### src/rtl/mips_cpu_muldiv_pkg.sv
// Shared types and constants for the MIPS32 HI/LO multiply/divide unit.
package mips_cpu_muldiv_pkg;

    localparam int DATA_W = 32;

    typedef enum logic [2:0] {
        NOP   = 3'd0,
        MULT  = 3'd1,
        MULTU = 3'd2,
        DIV   = 3'd3,
        DIVU  = 3'd4,
        MTHI  = 3'd5,
        MTLO  = 3'd6
    } op_t;

    // Sequencer state encoding.
    localparam logic [1:0] IDLE = 2'd0;
    localparam logic [1:0] RUN  = 2'd1;
    localparam logic [1:0] FIX  = 2'd2;

    function automatic logic [DATA_W-1:0] magnitude(input logic [DATA_W-1:0] v,
                                                    input logic neg);
        return neg ? (~v + 1'b1) : v;
    endfunction

endpackage

### src/rtl/mips_cpu_muldiv.sv
// Iterative HI/LO multiply/divide unit: shift-add multiply and restoring
// divide on magnitudes, sharing one 64-bit accumulator and operand register.
module mips_cpu_muldiv
    import mips_cpu_muldiv_pkg::*;
#(
    parameter int ITERATIONS = 32
) (
    input  logic              clk,
    input  logic              reset,
    input  logic              start,
    input  op_t               op,
    input  logic [DATA_W-1:0] opA,
    input  logic [DATA_W-1:0] opB,
    output logic              busy,
    output logic              done,
    output logic [DATA_W-1:0] hi,
    output logic [DATA_W-1:0] lo
);

    logic [1:0]          state;
    logic [5:0]          count;
    logic [2*DATA_W-1:0] acc;
    logic [DATA_W-1:0]   opr;
    logic                is_div;
    logic                res_neg;   // product / quotient negation
    logic                rem_neg;   // remainder follows dividend sign
    logic                div_zero;

    logic                a_neg, b_neg;
    logic [DATA_W:0]     mul_sum;
    logic [DATA_W:0]     rem_trial;
    logic [2*DATA_W-1:0] step_next;

    assign busy = (state != IDLE);

    always_comb begin
        a_neg     = ((op == MULT) || (op == DIV)) && opA[DATA_W-1];
        b_neg     = ((op == MULT) || (op == DIV)) && opB[DATA_W-1];
        mul_sum   = {1'b0, acc[2*DATA_W-1:DATA_W]} + {1'b0, opr};
        rem_trial = acc[2*DATA_W-1:DATA_W-1];
        step_next = '0;
        if (is_div) begin
            // Shift the remainder:dividend pair left, subtract when the divisor fits.
            if (rem_trial >= {1'b0, opr})
                step_next = {rem_trial[DATA_W-1:0] - opr, acc[DATA_W-2:0], 1'b1};
            else
                step_next = {acc[2*DATA_W-2:0], 1'b0};
        end else begin
            if (acc[0])
                step_next = {mul_sum, acc[DATA_W-1:1]};
            else
                step_next = {1'b0, acc[2*DATA_W-1:1]};
        end
    end

    always_ff @(posedge clk) begin
        done <= 1'b0;
        if (reset) begin
            state    <= IDLE;
            count    <= '0;
            acc      <= '0;
            opr      <= '0;
            is_div   <= 1'b0;
            res_neg  <= 1'b0;
            rem_neg  <= 1'b0;
            div_zero <= 1'b0;
            hi       <= '0;
            lo       <= '0;
        end else begin
            case (state)
                IDLE: begin
                    if (start) begin
                        case (op)
                            MULT, MULTU, DIV, DIVU: begin
                                state    <= RUN;
                                count    <= '0;
                                is_div   <= (op == DIV) || (op == DIVU);
                                res_neg  <= a_neg ^ b_neg;
                                rem_neg  <= a_neg;
                                div_zero <= (opB == '0);
                                acc      <= {{DATA_W{1'b0}}, magnitude(opA, a_neg)};
                                opr      <= magnitude(opB, b_neg);
                            end
                            MTHI:    hi <= opA;
                            MTLO:    lo <= opA;
                            default: ;
                        endcase
                    end
                end
                RUN: begin
                    acc   <= step_next;
                    count <= count + 6'd1;
                    if (count == 6'(ITERATIONS - 1))
                        state <= FIX;
                end
                FIX: begin
                    state <= IDLE;
                    done  <= 1'b1;
                    if (is_div) begin
                        // Divide by zero keeps the all-ones quotient regardless of signs.
                        lo <= magnitude(acc[DATA_W-1:0], res_neg && !div_zero);
                        hi <= magnitude(acc[2*DATA_W-1:DATA_W], rem_neg);
                    end else begin
                        {hi, lo} <= res_neg ? (~acc + 1'b1) : acc;
                    end
                end
                default: state <= IDLE;
            endcase
        end
    end

endmodule
### config.mk
export PLATFORM = sky130hd
export DESIGN_NAME = mips_cpu_muldiv
export DESIGN_NICKNAME = d
export VERILOG_FILES = /design/src/rtl/mips_cpu_muldiv_pkg.sv /design/src/rtl/mips_cpu_muldiv.sv
export SDC_FILE = /design/constraint.sdc
export NUM_CORES = 1
export LEC_CHECK = 0
export BUFFER_PORTS_ARGS = -buffer_cell sky130_fd_sc_hd__buf_4
export CAP_MARGIN = 10
export CORE_ASPECT_RATIO = 0.9
export CORE_UTILIZATION = 55
export DETAILED_ROUTE_END_ITERATION = 10
export MAX_ROUTING_LAYER = met4
export PLACE_DENSITY_LB_ADDON = 0.25
export SLEW_MARGIN = 30
export SYNTH_ARGS = -nofsm -noshare
export SYNTH_HDL_FRONTEND = slang
export SYNTH_SLANG_ARGS = --single-unit
### constraint.sdc
create_clock -name clk -period 4.09 [get_ports clk]
set_input_delay 0.409 -clock clk [delete_from_list [all_inputs] [get_ports clk]]
set_output_delay 0.409 -clock clk [all_outputs]
set_load 0.03 [all_outputs]
==> results of run 1 <==
synthesized netlist by cell type (13+ instances only):
cell	number	area [µm²]
a31oi_1	22	137.6
o31ai_1	30	225.2
inv_1	63	236.5
a2111oi_0	20	175.2
a211oi_1	121	908.4
dfxtp_1	173	3463
xnor2_1	82	718.2
o221ai_1	13	113.9
buf_1	13	48.80
nand3_1	37	185.2
o211ai_1	15	112.6
nor2b_1	15	93.84
mux2i_1	82	820.8
or3_1	24	150.1
nor3_1	46	230.2
ha_1	69	863.3
nor2_1	228	855.8
a311oi_1	24	210.2
a21oi_1	132	660.6
and3_1	14	87.58
xor2_1	77	674.4
clkbuf_1	104	390.4
o21ai_1	26	130.1
o21ai_0	67	335.3
nand2_1	150	563.0
a21o_1	41	307.8
layout by cell type, fill, tap and decap left out, types with 22 or more instances in the layout:
cell	instances
a211oi_1	121
a21o_1	41
a21oi_1	132
a311oi_1	24
a31oi_1	22
buf_4	187
dfxtp_1	172
ha_1	69
inv_1	63
mux2i_1	82
nand2_1	150
nand3_1	37
nor2_1	226
nor3_1	46
o21ai_0	67
o21ai_1	26
o31ai_1	30
or3_1	23
xnor2_1	82
xor2_1	77
cells by family after synthesis:
family / Yosys count / synth area share
AND/OR/NAND/NOR: 599 / 0.1998
XOR/XNOR: 159 / 0.09812
buffers and inverters: 189 / 0.05157
multiplexers: 83 / 0.05863
flip-flops: 173 / 0.2440
adder cells (fa/ha/maj): 71 / 0.06365
AO/OA/AOI/OAI: 593 / 0.2842
stage by stage:
stage | util | hold WS, ps
2_1_floorplan | - | 432.2
3_3_place_gp | 0.6163 | 444.8
3_5_place_dp | 0.6164 | 453.0
4_1_cts | 0.6400 | 241.6
5_1_grt | 0.6404 | 246.7
6_report | 0.6404 | 246.7
final cells by class:
class	instances	area (µm²)
Multi-Input combinational cell	1505	10020
Fill cell	2205	9082
Sequential cell	173	3465
Timing Repair Buffer	189	1429
Tap cell	342	427.9
Clock buffer	17	425.4
Inverter	63	236.5
Clock inverter	15	171.4
how the worst min path moves through the flow:
stage	start	slack [ps]	cells after the start	to
after CTS	opB[31]	240	3	opr[31]
after global routing	opB[31]	250	3	opr[31]
after floorplan	div_zero	430	2	div_zero
after global placement	div_zero	440	2	div_zero
after detailed placement	div_zero	450	2	div_zero
final	opB[31]	250	3	opr[31]
critical path, delay by kind of cell (launching register included):
family	cells	cell delay (ps)
AO/OA/AOI/OAI	7	2150
AND/OR/NAND/NOR	2	270
flip-flops	1	530
adder cells (fa/ha/maj)	1	340
metal layers:
| metal | wire length, µm | up-vias | track usage |
|---|---|---|---|
| met5 | 0 | - | - |
| met4 | 1273 | 0 | 0.1148 |
| met3 | 5306 | 113 | 0.06960 |
| met2 | 20840 | 886 | 0.5408 |
| met1 | 22510 | 7091 | 0.5513 |
| li1 | - | 7012 | - |
flip-flops by register name, indices dropped and copies added (netlist names):
signal    cells
acc          64
hi           32
lo           32
opr          32
count         6
state         2
div_zero      1
done          1
is_div        1
rem_neg       1
res_neg       1
power by group through the flow:
stage	clock (mW)	combinational [mW]	sequential, mW
finish	1.70	1.76	1.90
global route	1.76	1.90	1.91
CTS	1.69	1.72	1.90
detailed placement	0	1.71	1.94
global placement	0	1.69	1.93
floorplan	0	1.21	1.91
==> results.toml, run 1 <==
[outcome]
status = "finished, final reports clean"

[die]
num_io_pins = 136
core_area_mm2 = 0.02526
die_height_um = 154.4
dieArea_mm2 = 0.02645
die_w_um = 171.3
initial_core_util = 0.5620
row_count = 55

[sta]
fin_skew_ps = 19.21
finalCritPeriodShare = 0.8421
setup_viol = 0
finalSetupTns_ps = 0
final.min_clock_period_ps = 3444
finalMaxSlewViolations = 0
worst_slack_ps = 645.8
tightest_slew_ps = 889.7
fmax_mhz = 290.3
rsz0062_at_grt = "no"
hold_viol = 0
slew_headroom = 0.4065

[route]
drt_iter0_markers = 1765
avgRoutedWirePerCell_um = 21.67
firstDrtPassIters = 6
vias_per_cell = 6.555
ant_nets = 0
vias = 15100
wirelength_mm = 49.93
drc_errors = 0

[power_and_ir_drop]
pwr-share-seq = 0.355
intPower_mw = 3.266
swShare = 0.3907
powerDensity_mw_per_mm2 = 331.5
ir_worst_vdd_v = 0.0002103
leakagePower_nw = 6.721
combPwrFrac = 0.328
p_clk_frac = 0.317
total_power_mw = 5.361
switchingPower_mw = 2.095

[cts]
htreeDepth = 4
cts_buffer_depth = 2
clk_latency_ps = 450
clock_sinks = 173
cts_setup_buffers = 0
cts_root_buffer = "clkbuf_16"
cts_buffers = 17
path_clk_slew_ps = 80
cts_tree = "done"
ctsResizeCount = 0
hold_buffers = 0

[global_routing]
grt_pass1_vias = 13390
grt_pass1_wl_mm = 76.38
gr-usage-all-layers = 0.3841
grt_max_degree = 83
overflow = 0
antenna_found_initial = 0

[hold_path]
hp-class = "in -> reg"

[worst_setup_path]
crit_start = "acc[34]"
path_class = "reg -> reg"
crit_path_end_kind = "register"
cp.required_ps = 4400
reg2reg_setup_slack_ps = 650
crit_chain = "ha_1 > nor2b_1 > o31a_1 > o22ai_1 > a2bb2oi_2 > o21ai_1 > a221oi_1 > nor3_1 > o31ai_1 > o311ai_1"
critPathArrivalTime_ps = 3750
crit_slowest_cell = "dfxtp_1"
ff2ff_path_depth = 10
max_stage_delay_ps = 530
crit_path_end = "acc[61]"
reg2reg_to = "acc[61]"
reg2reg_from = "acc[34]"
start_kind = "register"
worstPathMaxFanout = 9

[final_layout]
antennaDiodeCount = 0
design_area_mm2 = 0.01617
drive_above_1_share = 0.1300
layout-area-overhead-vs-synth_pct = 13.96
final_nets = 2090
fin_cells = 2304

[yosys]
synth_edf_count = 0
avgSynthCellArea_um2 = 7.602
ys_seq_area_frac = 0.2440
synth_nets = 2008
ys_async_sr_fraction = 0
synth_flop_cell = "dfxtp_1"
syn_inst = 1867
yosysWarnings = 0
yosysUniqueCellTypes = 86
synth_area_mm2 = 0.01419
yosys_register_bits = 173

[place]
dp.cells = 2271
hpwl_mm = 37.52
place_worst_setup_slack_ps = 743.0
place_area_mm2 = 0.01557
portBuffers = 135
globalplace.congestion = 1.011

[flow_run]
cap_viol_max_count = 0
Note: power is estimated with default switching activity, not from simulation.
==> run 2: changes to the inputs <==
clock period = 3.3 ns   (was 4.09 ns; I/O delays follow)
==> results.toml, run 2 (synthesis gave the netlist of run 1 again) <==
[final_layout]
fin_cells = 2361
final_nets = 2146
final_cell_mix = "242 x buf_4, 226 x nor2_1, 172 x dfxtp_1"
layout-area-overhead-vs-synth_pct = 17.65
top_register = "acc"
layout_commonest_cell = "buf_4"
design_area_mm2 = 0.01670
largest_reg_flops = 64
fin_util = 0.6611
drive_above_1_share = 0.1566

[cts]
cts_tree = "done"
cts_setup_buffers = 0
cts_root_buffer = "clkbuf_16"
cts_buffers = 17
clk_latency_ps = 460
htreeDepth = 4
path_clk_slew_ps = 70
cts_buffer_depth = 2
clock_sinks = 173

[global_routing]
grt_pass1_wl_mm = 79.05
grt_pass1_vias = 13890
gr-usage-all-layers = 0.3993
grt_max_degree = 83
overflow = 0
antenna_found_initial = 1

[power_and_ir_drop]
leakagePower_nw = 7.058
powerDensity_mw_per_mm2 = 409.1
total_power_mw = 6.830
ir_worst_vdd_v = 0.0003623

[die]
initial_core_util = 0.5620
row_count = 55
die_w_um = 171.3
die_height_um = 154.4
core_area_mm2 = 0.02526
num_io_pins = 136
dieArea_mm2 = 0.02645

[worst_setup_path]
path_class = "reg -> reg"
cp_num_buf_inv = 1
max_stage_delay_ps = 420
cp_top_family = "compound AO/OA/AOI/OAI gates"
start_kind = "register"
crit_slowest_cell = "a221oi_2"
cp.required_ps = 3590
crit_path_end_kind = "register"
worstPathMaxFanout = 5
crit_chain = "ha_1 > inv_1 > fa_1 > nor2b_2 > o31a_1 > o22ai_1 > a2bb2oi_4 > o21ai_1 > a221oi_2 > nor3_1 > o31ai_1 > o311ai_1"
critPathArrivalTime_ps = 3560

[sta]
fmax_mhz = 305.3
hold_viol = 0
setup_viol = 0
finalMaxSlewViolations = 0
final.min_clock_period_ps = 3276
tightest_slew_ps = 890.7
fin_skew_ps = 17.77
finalCritPeriodShare = 0.9927
worst_slack_ps = 24.00
holdWs_ps = 174.3
finalSetupTns_ps = 0
slew_headroom = 0.4048

[place]
dp.cells = 2328
place_worst_setup_slack_ps = 50.50
place_area_mm2 = 0.01602
portBuffers = 135
hpwl_mm = 38.44
globalplace.congestion = 1.020

[route]
ant_nets = 0
vias = 15250
firstDrtPassIters = 5
top_layer = "met4"
vias_per_cell = 6.458
route.met3.wl_mm = 5.743
avgRoutedWirePerCell_um = 21.85
wirelength_mm = 51.58
drc_errors = 0
drt_iter0_markers = 1723
wl_met2_mm = 21.14
m1WireLength_mm = 23.21

[flow_run]
cap_viol_max_count = 0

[hold_path]
hp-class = "in -> reg"

[outcome]
status = "finished, final reports clean"
[run 2: cell type report]
cell class,instances,area [µm²]
multi-input cells,1505,10090
clock buffers,24,491.7
well taps,342,427.9
flip-flops and latches,173,3465
fillers,2189,8558
inverters,63,236.5
diodes,1,2.502
repair buffers,245,1877
clock inverters,8,103.9
[run 2: what timing repair did]
action / 4_1_cts / 5_1_grt
endpoints found under the setup margin: 1 / 13
hold buffers: 0 / 0
hold endpoints to repair: 0 / 0
pin swaps: 0 / 2
gates resized for setup: 1 / 11
[run 2: worst reg2reg max path: cells and delay by family, from the launching register on]
| family | cells | cell delay (ps) |
|---|---|---|
| simple gates | 2 | 160 |
| fa+ha+maj | 2 | 470 |
| flops | 1 | 330 |
| buf+inv | 1 | 90 |
| compound gates | 7 | 2070 |
[run 2: routing by layer]
metal / vias to the layer above / global-route usage
li1: 7165 / -
met1: 7089 / 0.5638
met2: 873 / 0.5581
met3: 120 / 0.09442
met4: 0 / 0.1169
met5: - / -
[run 2: worst paths after layout]
kind	cells past startpoint	startpoint	end	slack [ps]
worst min-delay path	3	opB[31]	opr[31]	170
worst max register to register	12	opr[0]	acc[61]	20
worst min register to register	2	div_zero	div_zero	450
worst max-delay path	12	opr[0]	acc[61]	20
[run 2: where the power goes]
part | internal, mW | total, mW | switching, mW
clock | 1.20 | 2.12 | 0.922
sequential | 2.20 | 2.35 | 0.147
combinational | 0.928 | 2.36 | 1.43
==> run 3: changes to the inputs <==
CORE_MARGIN = 5   (was unset)
==> results.toml, run 3 (synthesis gave the netlist of run 1 again) <==
[outcome]
status = "finished, final reports clean"

[power_and_ir_drop]
intPower_mw = 4.120
leakagePower_nw = 6.955
p_clk_frac = 0.316
ir_worst_vdd_v = 0.0003621
combPwrFrac = 0.337
swShare = 0.3919
powerDensity_mw_per_mm2 = 408.7
pwr-share-seq = 0.347
switchingPower_mw = 2.655

[worst_setup_path]
path_class = "reg -> reg"
worstPathMaxFanout = 9
ff2ff_path_depth = 12
reg2reg_setup_slack_ps = 110
max_stage_delay_ps = 400
reg2reg_from = "opr[12]"
critPathArrivalTime_ps = 3530
cp_num_buf_inv = 2
cp_top_family = "compound AO/OA/AOI/OAI gates"
reg2reg_to = "acc[57]"
crit_slowest_cell = "ha_1"
start_kind = "register"
cp.required_ps = 3640
crit_path_end_kind = "register"
crit_chain = "inv_1 > ha_1 > nand2_1 > o211ai_1 > a32o_1 > a2bb2oi_1 > nand3_1 > o211a_1 > buf_4 > o21ai_0 > a31oi_2 > a22o_1"

[die]
core_area_mm2 = 0.02526
num_io_pins = 136
initial_core_util = 0.5620
dieArea_mm2 = 0.02912
die_height_um = 162.4
row_count = 55
die_w_um = 179.3

[sta]
finalMaxSlewViolations = 0
hold_viol = 0
setup_viol = 0
fmax_mhz = 313.7
tightest_slew_ps = 1024
holdWs_ps = 175.0
final.min_clock_period_ps = 3188
slew_headroom = 0.3177
fin_skew_ps = 22.40
finalCritPeriodShare = 0.9660
rsz0062_at_grt = "yes"

[route]
route.met3.wl_mm = 6.237
ant_nets = 0
m1WireLength_mm = 22.05
vias = 15280
avgRoutedWirePerCell_um = 21.45
wirelength_mm = 50.33
drc_errors = 0
firstDrtPassIters = 8
drt_iter0_markers = 1817
vias_per_cell = 6.514
wl_met2_mm = 20.66
top_layer = "met4"

[final_layout]
num-fill-cells = 2183
layout_commonest_cell = "buf_4"
top_register = "acc"
drive_above_1_share = 0.1528
largest_reg_flops = 64
fin_util = 0.6564
final_nets = 2131
layout-area-overhead-vs-synth_pct = 16.81
multi_input_area_mm2 = 0.01010
regArea_mm2 = 0.003466
final_cell_mix = "228 x buf_4, 226 x nor2_1, 171 x dfxtp_1"

[cts]
cts_buffers = 17
cts_tree = "done"
clk_latency_ps = 460
path_clk_slew_ps = 80
cts_buffer_depth = 2
htreeDepth = 4
hold_buffers = 0
cts_root_buffer = "clkbuf_16"
clock_sinks = 173

[global_routing]
grt_pass1_vias = 13950
grt_max_degree = 93
gr-usage-all-layers = 0.3434
overflow = 0
antenna_found_initial = 1
grt_pass1_wl_mm = 77.72

[place]
portBuffers = 135
globalplace.congestion = 1.047
hpwl_mm = 37.48

[hold_path]
min_to = "opr[31]"
min_from = "opB[31]"
holdPathStages = 3
hp-class = "in -> reg"

[flow_run]
cap_viol_max_count = 0
[run 3: final cells by class]
class,instances,area share
Multi-Input combinational cell,1506,0.6093
Sequential cell,173,0.2091
Timing Repair Buffer,229,0.1045
Tap cell,342,0.02581
Clock buffer,17,0.02566
Inverter,63,0.01426
Clock inverter,15,0.01132
Antenna cell,1,0.0001509
[run 3: what timing repair did]
action,in CTS,in global routing
gates resized for setup,0,15
setup endpoints to repair,0,19
buffers inserted,0,0
[run 3: routing by layer]
metal  up-vias  GRT usage
li1       7129          -
met1      7118     0.4973
met2       918     0.4750
met3       116    0.08217
met4         0    0.09657
met5         -          -
[run 3: worst max path at each step]
stage,cells after the start,start,end,slack (ps)
global placement,12,opr[0],acc[61],110
floorplan,13,acc[0],hi[16],300
detailed placement,11,opr[5],acc[56],60
CTS,11,opr[5],acc[56],20
global route,12,opr[16],acc[57],-100
finish,12,opr[12],acc[57],110
[run 3: tightest hold or removal path, stage by stage]
cell and delay, ps:
buf_4 120, nand3_1 70, a21oi_1 70
[run 3: power by group through the flow]
| stage | Clock [mW] | Sequential (mW) | Combinational (mW) |
|---|---|---|---|
| floorplan | 0 | 2.37 | 1.50 |
| global placement | 0 | 2.38 | 2.15 |
| detailed placement | 0 | 2.39 | 2.17 |
| CTS | 2.13 | 2.34 | 2.19 |
| global route | 2.21 | 2.36 | 2.45 |
| finish | 2.14 | 2.35 | 2.29 |
[run 3: stage by stage]
step / setup TNS (ps) / worst slack, ps / instances / total power, mW / area (µm²)
after floorplan: 0 / 303.6 / 1867 / 3.866 / 14190
after detailed placement: 0 / 61.92 / 2312 / 4.562 / 15880
after global placement: 0 / 106.1 / 2312 / 4.531 / 15870
final: 0 / 112.3 / 2346 / 6.775 / 16580
after CTS: 0 / 22.41 / 2344 / 6.661 / 16490
after global routing: -289.6 / -104.1 / 2346 / 7.029 / 16580
